==> src/rtl/tcdm_adapter_pkg.sv <==
// Shared types and defaults for the TCDM bank request adapter.
// rsp_t is the default response layout {rdata, opc} at the default data width.
// perf_sat_inc is the saturating increment used by the optional perf counters.
package tcdm_adapter_pkg;

    localparam int unsigned DEF_BANK_SIZE  = 256;
    localparam int unsigned DEF_DATA_WIDTH = 32;
    localparam int unsigned DEF_RSP_DEPTH  = 2;
    localparam int unsigned PERF_CNT_W     = 32;

    typedef struct packed {
        logic [DEF_DATA_WIDTH-1:0] rdata;
        logic                      opc;
    } rsp_t;

    // Increment, holding at all-ones instead of wrapping.
    function automatic logic [PERF_CNT_W-1:0] perf_sat_inc(input logic [PERF_CNT_W-1:0] v);
        return (&v) ? v : v + PERF_CNT_W'(1);
    endfunction

endpackage

==> src/rtl/tcdm_rsp_fifo.sv <==
// Fall-through response FIFO: head entry visible on data_o whenever not empty.
// Element type is a type parameter so the top can size it to its data width.
module tcdm_rsp_fifo #(
    parameter int unsigned DEPTH = tcdm_adapter_pkg::DEF_RSP_DEPTH,
    parameter type         rsp_t = tcdm_adapter_pkg::rsp_t,
    localparam int unsigned CNT_W = $clog2(DEPTH + 1)
) (
    input  logic             clk_i,
    input  logic             rst_ni,
    input  logic             push_i,
    input  rsp_t             data_i,
    input  logic             pop_i,
    output rsp_t             data_o,
    output logic             full_o,
    output logic             empty_o,
    output logic [CNT_W-1:0] cnt_o
);

    localparam int unsigned PTR_W = (DEPTH > 1) ? $clog2(DEPTH) : 1;

    rsp_t             mem [DEPTH];
    logic [PTR_W-1:0] rd_ptr_q;
    logic [PTR_W-1:0] wr_ptr_q;
    logic [CNT_W-1:0] cnt_q;

    function automatic logic [PTR_W-1:0] next_ptr(input logic [PTR_W-1:0] p);
        return (p == PTR_W'(DEPTH - 1)) ? '0 : p + PTR_W'(1);
    endfunction

    // Pointer and occupancy bookkeeping.
    // NOTE: state registers use non-blocking assignments so every flop samples pre-edge values.
    always_ff @(posedge clk_i or negedge rst_ni) begin
        if (!rst_ni) begin
            rd_ptr_q <= '0;
            wr_ptr_q <= '0;
            cnt_q    <= '0;
        end else begin
            if (push_i) wr_ptr_q <= next_ptr(wr_ptr_q);
            if (pop_i)  rd_ptr_q <= next_ptr(rd_ptr_q);
            if (push_i && !pop_i)      cnt_q <= cnt_q + CNT_W'(1);
            else if (!push_i && pop_i) cnt_q <= cnt_q - CNT_W'(1);
        end
    end

    // Storage write.
    // NOTE: the data array is not reset; empty/cnt guard it, and leaving it reset-free keeps it a plain RAM.
    always_ff @(posedge clk_i) begin
        if (push_i) mem[wr_ptr_q] <= data_i;
    end

    assign data_o  = mem[rd_ptr_q];
    assign cnt_o   = cnt_q;
    assign empty_o = (cnt_q == '0);
    assign full_o  = (cnt_q == CNT_W'(DEPTH));

endmodule

==> src/rtl/tcdm_bank_req_adapter.sv <==
// Per-bank front-end between the interconnect req/gnt + r_valid/r_ready protocol
// and a 1-cycle-latency TCDM SRAM bank. A request is only granted when a response
// slot is guaranteed, so r_ready back-pressure never loses bank read data.
// Optional macro TCDM_BANK_ADAPTER_PERF_EN adds clr_perf_i and the stall/read/write
// performance counters; without it the block has no counters and no extra ports.
module tcdm_bank_req_adapter
    import tcdm_adapter_pkg::*;
#(
    parameter int unsigned BANK_SIZE  = DEF_BANK_SIZE,
    parameter int unsigned DATA_WIDTH = DEF_DATA_WIDTH,
    parameter int unsigned RSP_DEPTH  = DEF_RSP_DEPTH,
    localparam int unsigned AW        = $clog2(BANK_SIZE),
    localparam int unsigned BE_WIDTH  = DATA_WIDTH / 8
) (
    input  logic                  clk_i,
    input  logic                  rst_ni,
    input  logic                  req_i,
    input  logic                  wen_i,
    input  logic [AW-1:0]         add_i,
    input  logic [DATA_WIDTH-1:0] wdata_i,
    input  logic [BE_WIDTH-1:0]   be_i,
    output logic                  gnt_o,
    output logic                  r_valid_o,
    input  logic                  r_ready_i,
    output logic [DATA_WIDTH-1:0] r_rdata_o,
    output logic                  r_opc_o,
    output logic                  bank_req_o,
    output logic                  bank_wen_o,
    output logic [AW-1:0]         bank_add_o,
    output logic [DATA_WIDTH-1:0] bank_wdata_o,
    output logic [BE_WIDTH-1:0]   bank_be_o,
    input  logic [DATA_WIDTH-1:0] bank_rdata_i,
    input  logic                  bank_gnt_i
`ifdef TCDM_BANK_ADAPTER_PERF_EN
    ,
    input  logic                  clr_perf_i,
    output logic [PERF_CNT_W-1:0] perf_stall_o,
    output logic [PERF_CNT_W-1:0] perf_rd_o,
    output logic [PERF_CNT_W-1:0] perf_wr_o
`endif
);

    localparam int unsigned CNT_W  = $clog2(RSP_DEPTH + 1);
    // Holds up to RSP_DEPTH + 1 (credit limit while a pop is in progress).
    localparam int unsigned CRED_W = $clog2(RSP_DEPTH + 2);

    typedef struct packed {
        logic [DATA_WIDTH-1:0] rdata;
        logic                  opc;
    } bank_rsp_t;

    logic             inflight_q;
    logic             inflight_opc_q;
    bank_rsp_t        rsp_bank;
    bank_rsp_t        rsp_head;
    bank_rsp_t        fifo_head;
    logic             fifo_push;
    logic             fifo_pop;
    logic             fifo_full;
    logic             fifo_empty;
    logic [CNT_W-1:0] fifo_cnt;
    logic             rsp_hs;
    logic [CRED_W-1:0] credit_used;
    logic [CRED_W-1:0] credit_limit;
    logic             has_credit;

    // Response of the access accepted last cycle; writes answer with zero data.
    assign rsp_bank.rdata = (inflight_q && inflight_opc_q) ? bank_rdata_i : '0;
    assign rsp_bank.opc   = inflight_q & inflight_opc_q;

    // Older buffered responses always go first; otherwise the bank response falls through.
    assign rsp_head  = fifo_empty ? rsp_bank : fifo_head;
    assign r_valid_o = inflight_q | ~fifo_empty;
    assign r_rdata_o = rsp_head.rdata;
    assign r_opc_o   = rsp_head.opc;
    assign rsp_hs    = r_valid_o & r_ready_i;

    // FIFO control: buffer the bank response unless it leaves directly this cycle.
    // NOTE: every always_comb output gets a default first so no path can infer a latch.
    always_comb begin
        fifo_push = 1'b0;
        fifo_pop  = 1'b0;
        if (rsp_hs && !fifo_empty) fifo_pop = 1'b1;
        if (inflight_q && !(fifo_empty && r_ready_i)) fifo_push = 1'b1;
    end

    // Credit: slots held by buffered + in-flight responses; a pop frees its slot this cycle.
    assign credit_used  = CRED_W'(fifo_cnt) + CRED_W'(inflight_q);
    assign credit_limit = CRED_W'(RSP_DEPTH) + CRED_W'(rsp_hs);
    assign has_credit   = (credit_used < credit_limit);

    assign gnt_o        = req_i & bank_gnt_i & has_credit;
    assign bank_req_o   = gnt_o;
    assign bank_wen_o   = wen_i;
    assign bank_add_o   = add_i;
    assign bank_wdata_o = wdata_i;
    assign bank_be_o    = be_i;

    // Track the access whose data the bank returns next cycle.
    always_ff @(posedge clk_i or negedge rst_ni) begin
        if (!rst_ni) begin
            inflight_q     <= 1'b0;
            inflight_opc_q <= 1'b0;
        end else begin
            inflight_q <= gnt_o;
            if (gnt_o) inflight_opc_q <= wen_i;
        end
    end

    tcdm_rsp_fifo #(
        .DEPTH (RSP_DEPTH),
        .rsp_t (bank_rsp_t)
    ) i_rsp_fifo (
        .clk_i   (clk_i),
        .rst_ni  (rst_ni),
        .push_i  (fifo_push),
        .data_i  (rsp_bank),
        .pop_i   (fifo_pop),
        .data_o  (fifo_head),
        .full_o  (fifo_full),
        .empty_o (fifo_empty),
        .cnt_o   (fifo_cnt)
    );

    // The credit scheme must make a push into a full FIFO impossible.
    assert property (@(posedge clk_i) disable iff (!rst_ni) !(fifo_push && fifo_full));

`ifdef TCDM_BANK_ADAPTER_PERF_EN
    logic [PERF_CNT_W-1:0] stall_q;
    logic [PERF_CNT_W-1:0] rd_q;
    logic [PERF_CNT_W-1:0] wr_q;

    // Saturating event counters; clear has priority over counting.
    always_ff @(posedge clk_i or negedge rst_ni) begin
        if (!rst_ni) begin
            stall_q <= '0;
            rd_q    <= '0;
            wr_q    <= '0;
        end else if (clr_perf_i) begin
            stall_q <= '0;
            rd_q    <= '0;
            wr_q    <= '0;
        end else begin
            if (req_i && !gnt_o)  stall_q <= perf_sat_inc(stall_q);
            if (gnt_o && wen_i)   rd_q    <= perf_sat_inc(rd_q);
            if (gnt_o && !wen_i)  wr_q    <= perf_sat_inc(wr_q);
        end
    end

    assign perf_stall_o = stall_q;
    assign perf_rd_o    = rd_q;
    assign perf_wr_o    = wr_q;
`endif

endmodule
==> config.mk <==
export PLATFORM = sky130hd
export DESIGN_NAME = tcdm_bank_req_adapter
export DESIGN_NICKNAME = d
export VERILOG_FILES = /design/src/rtl/tcdm_adapter_pkg.sv /design/src/rtl/tcdm_rsp_fifo.sv /design/src/rtl/tcdm_bank_req_adapter.sv
export SDC_FILE = /design/constraint.sdc
export NUM_CORES = 1
export LEC_CHECK = 0
export BUFFER_PORTS_ARGS = -buffer_cell sky130_fd_sc_hd__clkbuf_2
export CAP_MARGIN = 20
export CORE_MARGIN = 4
export CORE_UTILIZATION = 41
export DETAILED_ROUTE_END_ITERATION = 8
export PLACE_DENSITY = 0.71
export RECOVER_POWER = 100
export SETUP_SLACK_MARGIN = 0.4
export SYNTH_ARGS = -nofsm -noshare
export SYNTH_HDL_FRONTEND = slang
export SYNTH_SLANG_ARGS = --single-unit
==> constraint.sdc <==
create_clock -name clk_i -period 4.9 [get_ports clk_i]
set_input_delay 0.245 -clock clk_i [delete_from_list [all_inputs] [get_ports clk_i]]
set_output_delay 0.245 -clock clk_i [all_outputs]
set_load 0.02 [all_outputs]
Word-level counts from Yosys, hierarchy flattened:

Memory sizes are Yosys's and may differ from the RTL's.
Cells that the tools add are included.

* add/sub/neg operators: 6
* $lt $le $gt $ge: 1
* muxes and demuxes: 10
* bitwise operators: 6
* reductions and logical operators: 12

Operators by type and width (number)
* 33-bit two-way mux: 1
* 32-bit two-way mux: 1
* 1-bit logical AND: 6
* 1-bit two-way mux: 6
* 1-bit AND: 4
* 1-bit logical NOT: 4
* 2-bit two-way mux: 2
* 1-bit adder (second input constant): 2
* 2-bit by 1-bit adder with 2-bit output: 1
* 2-bit by 1-bit adder with 2-bit output (first input constant): 1
* 2-bit by 1-bit adder with 2-bit output (second input constant): 1
* 2-bit logical NOT: 1
* 2-bit < comparator: 1
* 2-bit nonzero test: 1
* 2-bit by 1-bit subtractor with 2-bit output (second input constant): 1
* 1-bit inverter: 1
* 1-bit OR: 1

* register bits after elaboration: 6
* bits in writable memories: 66
* bits of input ports: 82
* output and inout bits: 81
* word-level logic and storage cells: 41
* memories kept: 1

Memory list
* i_rsp_fifo.mem: depth 2, bits a word 33, rd ports 1, clocked after memory_dff 0, wr ports 1, RTL line tcdm_rsp_fifo.sv:21 `rsp_t mem [DEPTH];`

Longest topological paths before layout:

Gate-level depths: netlist of run 1.

* depth after elaboration: 9
* gate-level depth with buffers: 5
* depth with buffers taken out: 4

Modules after synthesis:

From an unflattened synthesis of run 1, not the netlist that was laid out.

* cells, all modules: 252
* area, all modules: 3843.7 µm²

Modules (own cells, without submodules)
* tcdm_rsp_fifo: instances 1, cells an instance 119, area each 2720.1 µm²
* tcdm_bank_req_adapter: instances 1, cells an instance 133, area each 1123.6 µm²

Least setup slack after synthesis of run 1:

OpenSTA, ideal clock, no wires.

* kind: reg-to-reg
* from: reg i_rsp_fifo.cnt_q[0] (netlist: i_rsp_fifo.cnt_o[0])
* to: mem i_rsp_fifo.mem[0][0] (netlist bit) (enable)
* data arrival time: 2241 ps
* required time: 4477 ps
* setup slack: 2236 ps
* cell stages (with the launch flop): 6
* cells stage by stage: dfrtp_1 nor2_1 buf_2 nand2_1 nand2_1 nor2_1

* word-level cells in the longest chain between the ends: 7

RTL lines
* from (decl): RTL line tcdm_rsp_fifo.sv:24 `logic [CNT_W-1:0] cnt_q;`
* from (signal assigned): RTL line tcdm_rsp_fifo.sv:40 `if (push_i && !pop_i) cnt_q <= cnt_q + CNT_W'(1);`
* from (signal assigned): RTL line tcdm_rsp_fifo.sv:41 `else if (!push_i && pop_i) cnt_q <= cnt_q - CNT_W'(1);`
* 2-bit logical NOT: RTL line tcdm_rsp_fifo.sv:53 `assign empty_o = (cnt_q == '0);`
* 1-bit logical AND: RTL line tcdm_bank_req_adapter.sv:84 `if (inflight_q && !(fifo_empty && r_ready_i)) fifo_push = 1'b1;`
* 1-bit logical NOT: RTL line tcdm_bank_req_adapter.sv:84
* 1-bit logical AND: RTL line tcdm_bank_req_adapter.sv:84
* 1-bit two-way mux: RTL line tcdm_bank_req_adapter.sv:84
* 1-bit two-way mux: RTL line tcdm_rsp_fifo.sv:48 `if (push_i) mem[wr_ptr_q] <= data_i;`
* 1-bit two-way mux (not written as such): RTL line tcdm_rsp_fifo.sv:48
* to (decl): RTL line tcdm_rsp_fifo.sv:21

No other way between the ends.

Worst setup path after layout of run 1:

* from: reg inflight_q
* to: mem i_rsp_fifo.mem[0][25] (netlist bit) (enable)

* word-level cells in the longest chain between the ends: 4

RTL lines
* from (decl): RTL line tcdm_bank_req_adapter.sv:52 `logic inflight_q;`
* from (signal assigned): RTL line tcdm_bank_req_adapter.sv:105 `inflight_q <= gnt_o;`
* 1-bit logical AND: RTL line tcdm_bank_req_adapter.sv:84
* 1-bit two-way mux: RTL line tcdm_bank_req_adapter.sv:84
* 1-bit two-way mux: RTL line tcdm_rsp_fifo.sv:48
* 1-bit two-way mux (not written as such): RTL line tcdm_rsp_fifo.sv:48

No other way between the ends.

==> results of run 1 <==
## cell usage after synthesis (all sizes together) (2+ instances only)
cell    count  area [µm²]
inv         2        7.50
mux2i      33         330
xnor2       2        17.5
clkbuf      9        33.8
nand2      35         131
buf        55         389
dfrtp       6         150
and2        2        12.5
and3       33         206
edfxtp     66        1980
nor2        5        18.8
o21ai      34         170
## flip-flops by register name, indices dropped and copies added (netlist names)
name,count
i_rsp_fifo.cnt_o,2
i_rsp_fifo.mem,66
i_rsp_fifo.rd_ptr_q,1
i_rsp_fifo.wr_ptr_q,1
inflight_opc_q,1
inflight_q,1
## cell type report
class / count / area [µm²] / share of cell area (%)
sequential: 72 / 2130 / 56.2
multi-input combinational: 156 / 996 / 26.3
timing repair buffer: 76 / 340 / 8.97
tap: 105 / 131 / 3.46
clock buffer: 9 / 124 / 3.27
clock inverter: 6 / 61.3 / 1.62
inverter: 2 / 7.51 / 0.198
## worst min path at each step
stage / from / end / slack [ns] / cells past startpoint
floorplan: rst_ni / i_rsp_fifo.cnt_o[0]$_DFFE_PN0P_ / -0.05 / 0
global placement: rst_ni / inflight_q$_DFF_PN0_ / 0.08 / 1
detailed placement: rst_ni / inflight_q$_DFF_PN0_ / 0.09 / 1
CTS: wen_i / inflight_opc_q$_DFFE_PN0P_ / 0.13 / 2
global route: wen_i / inflight_opc_q$_DFFE_PN0P_ / 0.14 / 2
finish: wen_i / inflight_opc_q$_DFFE_PN0P_ / 0.14 / 2
## per-stage QoR
step           power (mW)  area (µm²)  utilization [%]  hold WS (ns)
2_1_floorplan        1.43        3550                -       -0.0506
3_5_place_dp         1.62        3660             43.8        0.0880
3_3_place_gp         1.60        3660             43.8        0.0843
6_report             2.01        3790             45.5         0.141
5_1_grt              2.13        3790             45.5         0.138
4_1_cts              2.06        3850             46.2         0.134
## routing by layer
metal  track usage (%)  up-vias  wire length [µm]
met1              17.3     1002              3000
met3              4.98       22               554
met4              7.26        0               136
li1                  -     1056                 -
met5                 0        -                 0
met2              21.5       83              3310
## repair_timing
item / CTS / global route
setup buffers: 0 / 0
hold endpoints to repair: 6 / 0
hold buffers: 1 / 0
## worst max-delay path, delay by kind of cell, from the launching register on
kind	cells	cell delay, ns
simple gates	2	1.60
flops	1	1.09
## cell families (layout without fill, tap and decap cells)
logic type / after synthesis / in the layout / share of synthesized area (%)
flip-flops: 72 / 72 / 60.0
AND/OR/NAND/NOR: 79 / 79 / 11.1
buffers and inverters: 66 / 93 / 12.1
multiplexers: 34 / 34 / 9.72
adder cells (fa/ha/maj): 1 / 1 / 0.352
AO/OA/AOI/OAI: 40 / 40 / 6.20
XOR/XNOR: 2 / 2 / 0.493
## where the power goes
group	internal [mW]	switching [mW]
Sequential	0.760	0.137
Combinational	0.239	0.429
Clock	0.229	0.214
==> out/results.ini, run 1 <==
[worst_setup_path]
cp_slowest_stage_delay_ns=1.35
cp-end-kind=flip-flop
startpoint_type=flip-flop
critical_path.cell_chain=nand2_1 -> nor2_2
rr_endpoint=i_rsp_fifo.mem[0][25]$_DFFE_PP_
cp.arrival_ns=3.07
rr_worst_depth=2
path_class=reg2reg
critPathLaunch=inflight_q$_DFF_PN0_
r2r-start=inflight_q$_DFF_PN0_
critPathRequiredTime_ns=4.84
setup.worst_path.end=i_rsp_fifo.mem[0][25]$_DFFE_PP_
cp_max_fo=40
reg2reg_slack_ns=1.77
cp_slowest_cell=nor2_2

[synthesis]
syn-num-nets=377
ys_seq_area_share_pct=60.0
syn_avg_cell_area_um2=12.1
synth_seq_cells=72
synthArstFlopShare_pct=8.33
syn_area_mm2=0.00355
synth_edf_count=66
synth_flop_cell=edfxtp_1
synth-warning-count=0
yosysUniqueCellTypes=28
syn_inst=294

[timing]
finalSetupViolations=0
hold_viol=0
post-route-period-util_pct=63.8
final.setup.tns_ns=0
relSlewSlack_pct=-26.9
drv_slew=103
layout_setup_ws_ns=1.77
skew_ns=0.00634
worstMarginPinSlew_ns=1.90
fin_crit_ns=3.13
fmax_ghz=0.320
rsz0062_at_grt=no

[die]
initial_core_util_pct=42.6
die_area_mm2=0.0102
ioPinCount=163
die_h_um=101
core.rowCount=33
coreArea_mm2=0.00834
die_w_um=101

[status]
status=complete, but fails checks
violations=capacitance limit, slew limit

[final_layout]
syn_to_final_growth_pct=6.76
mostFrequentLayoutCell=edfxtp_1
nNetsFinal=400
fill_cells=795
layoutNonFillerInstCount=426
antenna_cells=0
drive_gt1_share_pct=17.8
mostFrequentLayoutCells=66 x edfxtp_1, 38 x clkbuf_1, 36 x clkbuf_2

[clocking]
numCtsBuffers=9
clkLatencyLatePin_ns=0.34
cts.sinks=72
cts_resized=0
clockRootBuffer=clkbuf_8
clockBufferDepth=2
htree_levels=3
cts_tree=yes
clk_pin_slew_ns=0.07

[grt]
antenna_found_initial=0
track_usage_pct=14.0
grt_start_max_net_pins=68
grt_pass1_wl_mm=10.8
overflow=0
grt_pass1_vias=2153

[detailed_routing]
drtAntennaViolNets=0
totalWireLength_mm=6.99
drt_iter0_markers=98
dr.pass1.iters=4
drc=0
num_vias=2163
avgRoutedWirePerCell_um=16.4
vias_per_cell=5.08

[place]
dp.cells=410
dp_slack_ns=2.28
place_congestion=0.650
port_buffers=74
dp_hpwl_mm=4.39

[power]
p_leak_nw=1.52
powerDensity_mw_per_mm2=529
vdd_ir_drop_max_mv=0.398

[job]
max_cap_viol_count=3

[worst_hold_path]
hold_path.class=in2reg

No activity file was read; power rests on OpenSTA's default activity.
==> run 2, diff against run 1 <==
==> constraint.sdc (replaced) <==
create_clock -name clk_i -period 3.1 [get_ports clk_i]
set_input_delay 0.155 -clock clk_i [delete_from_list [all_inputs] [get_ports clk_i]]
set_output_delay 0.155 -clock clk_i [all_outputs]
set_load 0.02 [all_outputs]
==> out/results.ini, run 2 (synthesis gave the netlist of run 1 again) <==
[grt]
antenna_found_initial=0
track_usage_pct=13.8
grt_use_met1_pct=16.9
overflow=0
use_met2_pct=21.4
busiest_layer=met2
grt_pass1_vias=2213
met3_usage_pct=5.05
grt_pass1_wl_mm=10.7
grt_start_max_net_pins=67

[timing]
worstMarginPinSlew_ns=1.56
hold_viol=0
relSlewSlack_pct=-4.30
layout_setup_ws_ns=0.623
fin_crit_ns=2.48
skew_ns=0.00595
drv_slew=34
final.setup.tns_ns=0
finalSetupViolations=0
fmax_ghz=0.404
rsz0062_at_grt=no
hold_slack_ns=0.0521
post-route-period-util_pct=79.9

[place]
dp_hpwl_mm=4.19
dp.cells=411
dpl_cell_area_mm2=0.00366
port_buffers=74
place_congestion=0.748
dp_slack_ns=0.883

[detailed_routing]
drtAntennaViolNets=0
drt_iter0_markers=80
drc=0
num_vias=2154
vias_per_cell=5.03
totalWireLength_mm=6.64
dr.pass1.iters=4
avgRoutedWirePerCell_um=15.5

[worst_setup_path]
cp_slowest_cell=and3_1
startpoint_type=flip-flop
critPathRequiredTime_ns=3.03
cp.arrival_ns=2.41
cp-end-kind=flip-flop
critical_path.cell_chain=and3_1
path_class=reg2reg
critPathBufInv=0
cp_slowest_stage_delay_ns=1.32
rr_worst_depth=1
crit_cells=1
cp_max_fo=33
cp_top_family=simple AND/OR/NAND/NOR gates

[die]
die_area_mm2=0.0102
initial_core_util_pct=42.6
core.rowCount=33
coreArea_mm2=0.00834
die_w_um=101
die_h_um=101
ioPinCount=163

[clocking]
clk_pin_slew_ns=0.07
clkLatencyLatePin_ns=0.34
cts_tree=yes
clockRootBuffer=clkbuf_8
cts_setup_buffers=0
cts.sinks=72
htree_levels=3
numCtsBuffers=9
clockBufferDepth=2
cts_resized=0

[job]
max_cap_viol_count=1

[final_layout]
fill_cells=783
mostFrequentLayoutCell=edfxtp_1
drive_gt1_share_pct=18.0
largest-register=i_rsp_fifo.mem
mostFrequentLayoutCells=66 x edfxtp_1, 41 x clkbuf_1, 36 x clkbuf_2
postLayoutCellArea_mm2=0.00380
layoutNonFillerInstCount=428
largest_register_ffs=66
antenna_cells=0
nNetsFinal=401
finalCoreUtilization_pct=45.6
syn_to_final_growth_pct=7.01

[power]
powerDensity_mw_per_mm2=826
p_switching_mw=1.21
seqPwrFrac_pct=45.0
power_mw=3.14
internal_power_mw=1.93
pwr-share-comb_pct=33.1
p_leak_nw=1.53
swShare_pct=38.5
pwr-share-clk_pct=21.9
vdd_ir_drop_max_mv=0.459

[worst_hold_path]
hold_path.class=in2reg
min_path_cells=2

[status]
status=complete, but fails checks
violations=capacitance limit, slew limit

==> run 2: cell types whose count changed in the layout (fill, tap and decap cells not counted), sizes merged <==
cell      delta
clkinvlp     -3
buf          +1
clkinv       +1
clkbuf       +3
==> run 2: worst paths after layout <==
kind                                                  from                         endpoint  slack (ns)
max in group asynchronous                           rst_ni  i_rsp_fifo.rd_ptr_q$_DFFE_PN0P_        2.58
min in group asynchronous                           rst_ni             inflight_q$_DFF_PN0_        0.23
max                                   inflight_q$_DFF_PN0_  i_rsp_fifo.mem[1][21]$_DFFE_PP_        0.62
max reg2reg                           inflight_q$_DFF_PN0_  i_rsp_fifo.mem[1][21]$_DFFE_PP_        0.62
min                                                  wen_i       inflight_opc_q$_DFFE_PN0P_        0.05
min reg2reg                i_rsp_fifo.wr_ptr_q$_DFFE_PN0P_  i_rsp_fifo.wr_ptr_q$_DFFE_PN0P_        0.55
==> run 2: layer usage <==
| metal | up-vias | share of wire, % |
|---|---|---|
| li1 | 1056 | - |
| met1 | 1000 | 43 |
| met2 | 76 | 47 |
| met3 | 22 | 7.5 |
| met4 | 0 | 2.1 |
| met5 | - | 0 |
==> run 2: layout make-up <==
| type | count | area [µm²] | area share, % |
|---|---|---|---|
| flip-flops and latches | 72 | 2130 | 56.1 |
| multi-input cells | 156 | 1000 | 26.3 |
| repair buffers | 77 | 348 | 9.15 |
| clock buffers | 12 | 135 | 3.55 |
| well taps | 105 | 131 | 3.46 |
| clock inverters | 4 | 45.0 | 1.18 |
| inverters | 2 | 7.51 | 0.197 |
==> run 2: repair_timing <==
item | in CTS | in global routing
setup endpoints to repair | 0 | 0
hold endpoints to repair | 6 | 0
hold buffers | 1 | 0
==> run 2: power groups by stage <==
stage          Sequential (mW)  Clock [mW]  Combinational [mW]
4_1_cts                   1.42       0.706                1.11
3_5_place_dp              1.44           0                1.11
3_3_place_gp              1.43           0                1.09
6_report                  1.41       0.688                1.04
2_1_floorplan             1.26           0               0.994
5_1_grt                   1.44       0.756                1.15
==> run 3, diff against run 2 <==
--- a/config.mk
+++ b/config.mk
@@ -5,12 +5,13 @@
 export SDC_FILE = /design/constraint.sdc
 export NUM_CORES = 1
 export LEC_CHECK = 0
+export ABC_AREA = 1
 export BUFFER_PORTS_ARGS = -buffer_cell sky130_fd_sc_hd__clkbuf_2
 export CAP_MARGIN = 20
 export CORE_MARGIN = 4
 export CORE_UTILIZATION = 41
 export DETAILED_ROUTE_END_ITERATION = 8
-export PLACE_DENSITY = 0.71
+export PLACE_DENSITY = 0.74
 export RECOVER_POWER = 100
 export SETUP_SLACK_MARGIN = 0.4
 export SYNTH_ARGS = -nofsm -noshare
==> constraint.sdc (replaced) <==
create_clock -name clk_i -period 2.19 [get_ports clk_i]
set_input_delay 0.1095 -clock clk_i [delete_from_list [all_inputs] [get_ports clk_i]]
set_output_delay 0.1095 -clock clk_i [all_outputs]
set_load 0.02 [all_outputs]
==> out/results.ini, run 3 <==
[status]
status=complete, no violations

[synthesis]
syn-num-nets=420
synth.area.top_cells=edfxtp_1 56%, buf_4 10%, nor2_1 7.4%, dfrtp_1 4.2%, o22ai_1 4.1%
synth_fa_ha_area_share_pct=0.354
synthMuxAreaShare_pct=0
synthArstFlopShare_pct=8.33
synth_xor_area_share_pct=0.743
synth_common_cells=70 x nor2_1, 66 x edfxtp_1, 48 x buf_4
synth_top_area_share_pct=56.0
synth_edf_count=66
synth-compound-area-share_pct=12.5
synth_flop_cell=edfxtp_1
syn_inst=337
synth_top_family_by_area=buffers and inverters
synth-warning-count=0
synthSimpleGateAreaFrac_pct=9.76
ys_seq_area_share_pct=60.3
synth_seq_cells=72
syn_avg_cell_area_um2=10.5
syn_area_mm2=0.00354
yosysMostFrequentCell=nor2_1
yosys.area.top_type=edfxtp_1
yosysUniqueCellTypes=19

[die]
coreArea_mm2=0.00830
die_w_um=101
core.rowCount=33
initial_core_util_pct=42.6
die_area_mm2=0.0102
ioPinCount=163
die_h_um=101

[timing]
relSlewSlack_pct=43.6
drv_slew=0
fin_crit_ns=1.86
post-route-period-util_pct=85.1
worstMarginPinSlew_ns=0.837
fmax_ghz=0.537
final.setup.tns_ns=0
finalSetupViolations=0
hold_viol=0
rsz0062_at_grt=no
hold_slack_ns=0.0608
skew_ns=0.00842

[worst_setup_path]
cp_slowest_stage_delay_ns=0.66
reg2reg_slack_ns=0.33
cp-end-kind=flip-flop
rr_worst_depth=5
path_class=reg2reg
cp.arrival_ns=1.95
critPathLaunch=i_rsp_fifo.cnt_o[0]$_DFFE_PN0P_
startpoint_type=flip-flop
critical_path.cell_chain=inv_2 -> nand2_4 -> o21ai_0 -> nor2_4 -> buf_4
r2r-start=i_rsp_fifo.cnt_o[0]$_DFFE_PN0P_
cp_max_fo=17
cp_slowest_cell=o21ai_0
critPathRequiredTime_ns=2.27
rr_endpoint=i_rsp_fifo.mem[1][19]$_DFFE_PP_
setup.worst_path.end=i_rsp_fifo.mem[1][19]$_DFFE_PP_

[place]
place_congestion=0.782
dp_hpwl_mm=5.35
port_buffers=74

[final_layout]
antenna_cells=0
largest-register=i_rsp_fifo.mem
largest_register_ffs=66
syn_to_final_growth_pct=13.8
mostFrequentLayoutCell=nor2_1
mostFrequentLayoutCells=68 x nor2_1, 66 x edfxtp_1, 38 x inv_1
nNetsFinal=458
drive_gt1_share_pct=22.4

[job]
max_cap_viol_count=0

[worst_hold_path]
hold_path.class=in2reg
min_path_cells=3

[detailed_routing]
totalWireLength_mm=8.57
drt_iter0_markers=109
avgRoutedWirePerCell_um=17.7
vias_per_cell=5.16
drtAntennaViolNets=0
drc=0
num_vias=2503
dr.pass1.iters=4

[clocking]
numCtsBuffers=9
htree_levels=3
cts.sinks=72
clk_pin_slew_ns=0.07
cts_tree=yes
clockRootBuffer=clkbuf_8
clockBufferDepth=2
clkLatencyLatePin_ns=0.35

[grt]
grt_pass1_vias=2559
overflow=0
track_usage_pct=16.7
grt_pass1_wl_mm=12.9
antenna_found_initial=0
grt_start_max_net_pins=36

[power]
power_mw=5.62
powerDensity_mw_per_mm2=1400
vdd_ir_drop_max_mv=0.590
p_leak_nw=1.63

[run 3: cells by family (layout without fill, tap and decap cells)]
group                    count (synthesis)  in the layout
buffers and inverters                  103            145
XOR/XNOR                                 3              3
AO/OA/AOI/OAI                           69             69
flip-flops                              72             72
adder cells (fa/ha/maj)                  1              1
AND/OR/NAND/NOR                         89             90
[run 3: area by class of cell]
class                           instances  area (µm²)
Tap cell                              105         131
Fill cell                             786        4280
Multi-Input combinational cell        163         892
Clock buffer                            9         124
Timing Repair Buffer                   87         485
Clock inverter                          7        95.1
Inverter                               42         163
Sequential cell                        72        2130
[run 3: where the power goes]
part	switching (mW)	internal, mW
Clock	0.490	0.642
Combinational	1.81	0.831
Sequential	0.0950	1.76
[run 3: routing by layer]
| layer | wire (µm) | GRT usage (%) | vias up | part of all wire [%] |
|---|---|---|---|---|
| li1 | - | - | 1167 | - |
| met1 | 3270 | 19.2 | 1179 | 38 |
| met2 | 4230 | 27.2 | 127 | 49 |
| met3 | 729 | 5.33 | 30 | 8.5 |
| met4 | 334 | 9.84 | 0 | 3.9 |
| met5 | 0 | 0 | - | 0 |
[run 3: stage by stage]
step	area, µm²	setup slack [ns]	util (%)	std cells
after CTS	3990	0.409	48.1	483
after floorplan	3540	0.227	-	337
after global routing	4020	0.219	48.5	485
after global placement	3680	0.419	44.4	462
final	4020	0.327	48.5	485
after detailed placement	3680	0.394	44.4	462
[run 3: how the worst min path moves through the flow]
stage	start	to	slack (ns)
2_1_floorplan	rst_ni	i_rsp_fifo.cnt_o[0]$_DFFE_PN0P_	-0.19
3_3_place_gp	rst_ni	i_rsp_fifo.rd_ptr_q$_DFFE_PN0P_	-0.06
3_5_place_dp	rst_ni	i_rsp_fifo.rd_ptr_q$_DFFE_PN0P_	-0.06
4_1_cts	r_ready_i	i_rsp_fifo.rd_ptr_q$_DFFE_PN0P_	0.04
5_1_grt	r_ready_i	i_rsp_fifo.rd_ptr_q$_DFFE_PN0P_	0.06
6_report	r_ready_i	i_rsp_fifo.rd_ptr_q$_DFFE_PN0P_	0.06
[run 3: critical path, delay by kind of cell, from the launching register on]
family | cells | cell delay, ns
AOI/OAI and AO/OA | 1 | 0.66
DFF | 1 | 0.46
and+or+nand+nor | 2 | 0.11
buffers and inverters | 2 | 0.36
[run 3: repair_timing]
item,in CTS,in global routing
endpoints found under the hold margin,7,0
hold buffers,2,0
endpoints found under the setup margin,35,32
buffers inserted,2,1
resized for setup,14,12
pin swaps,1,3
gates cloned,1,1
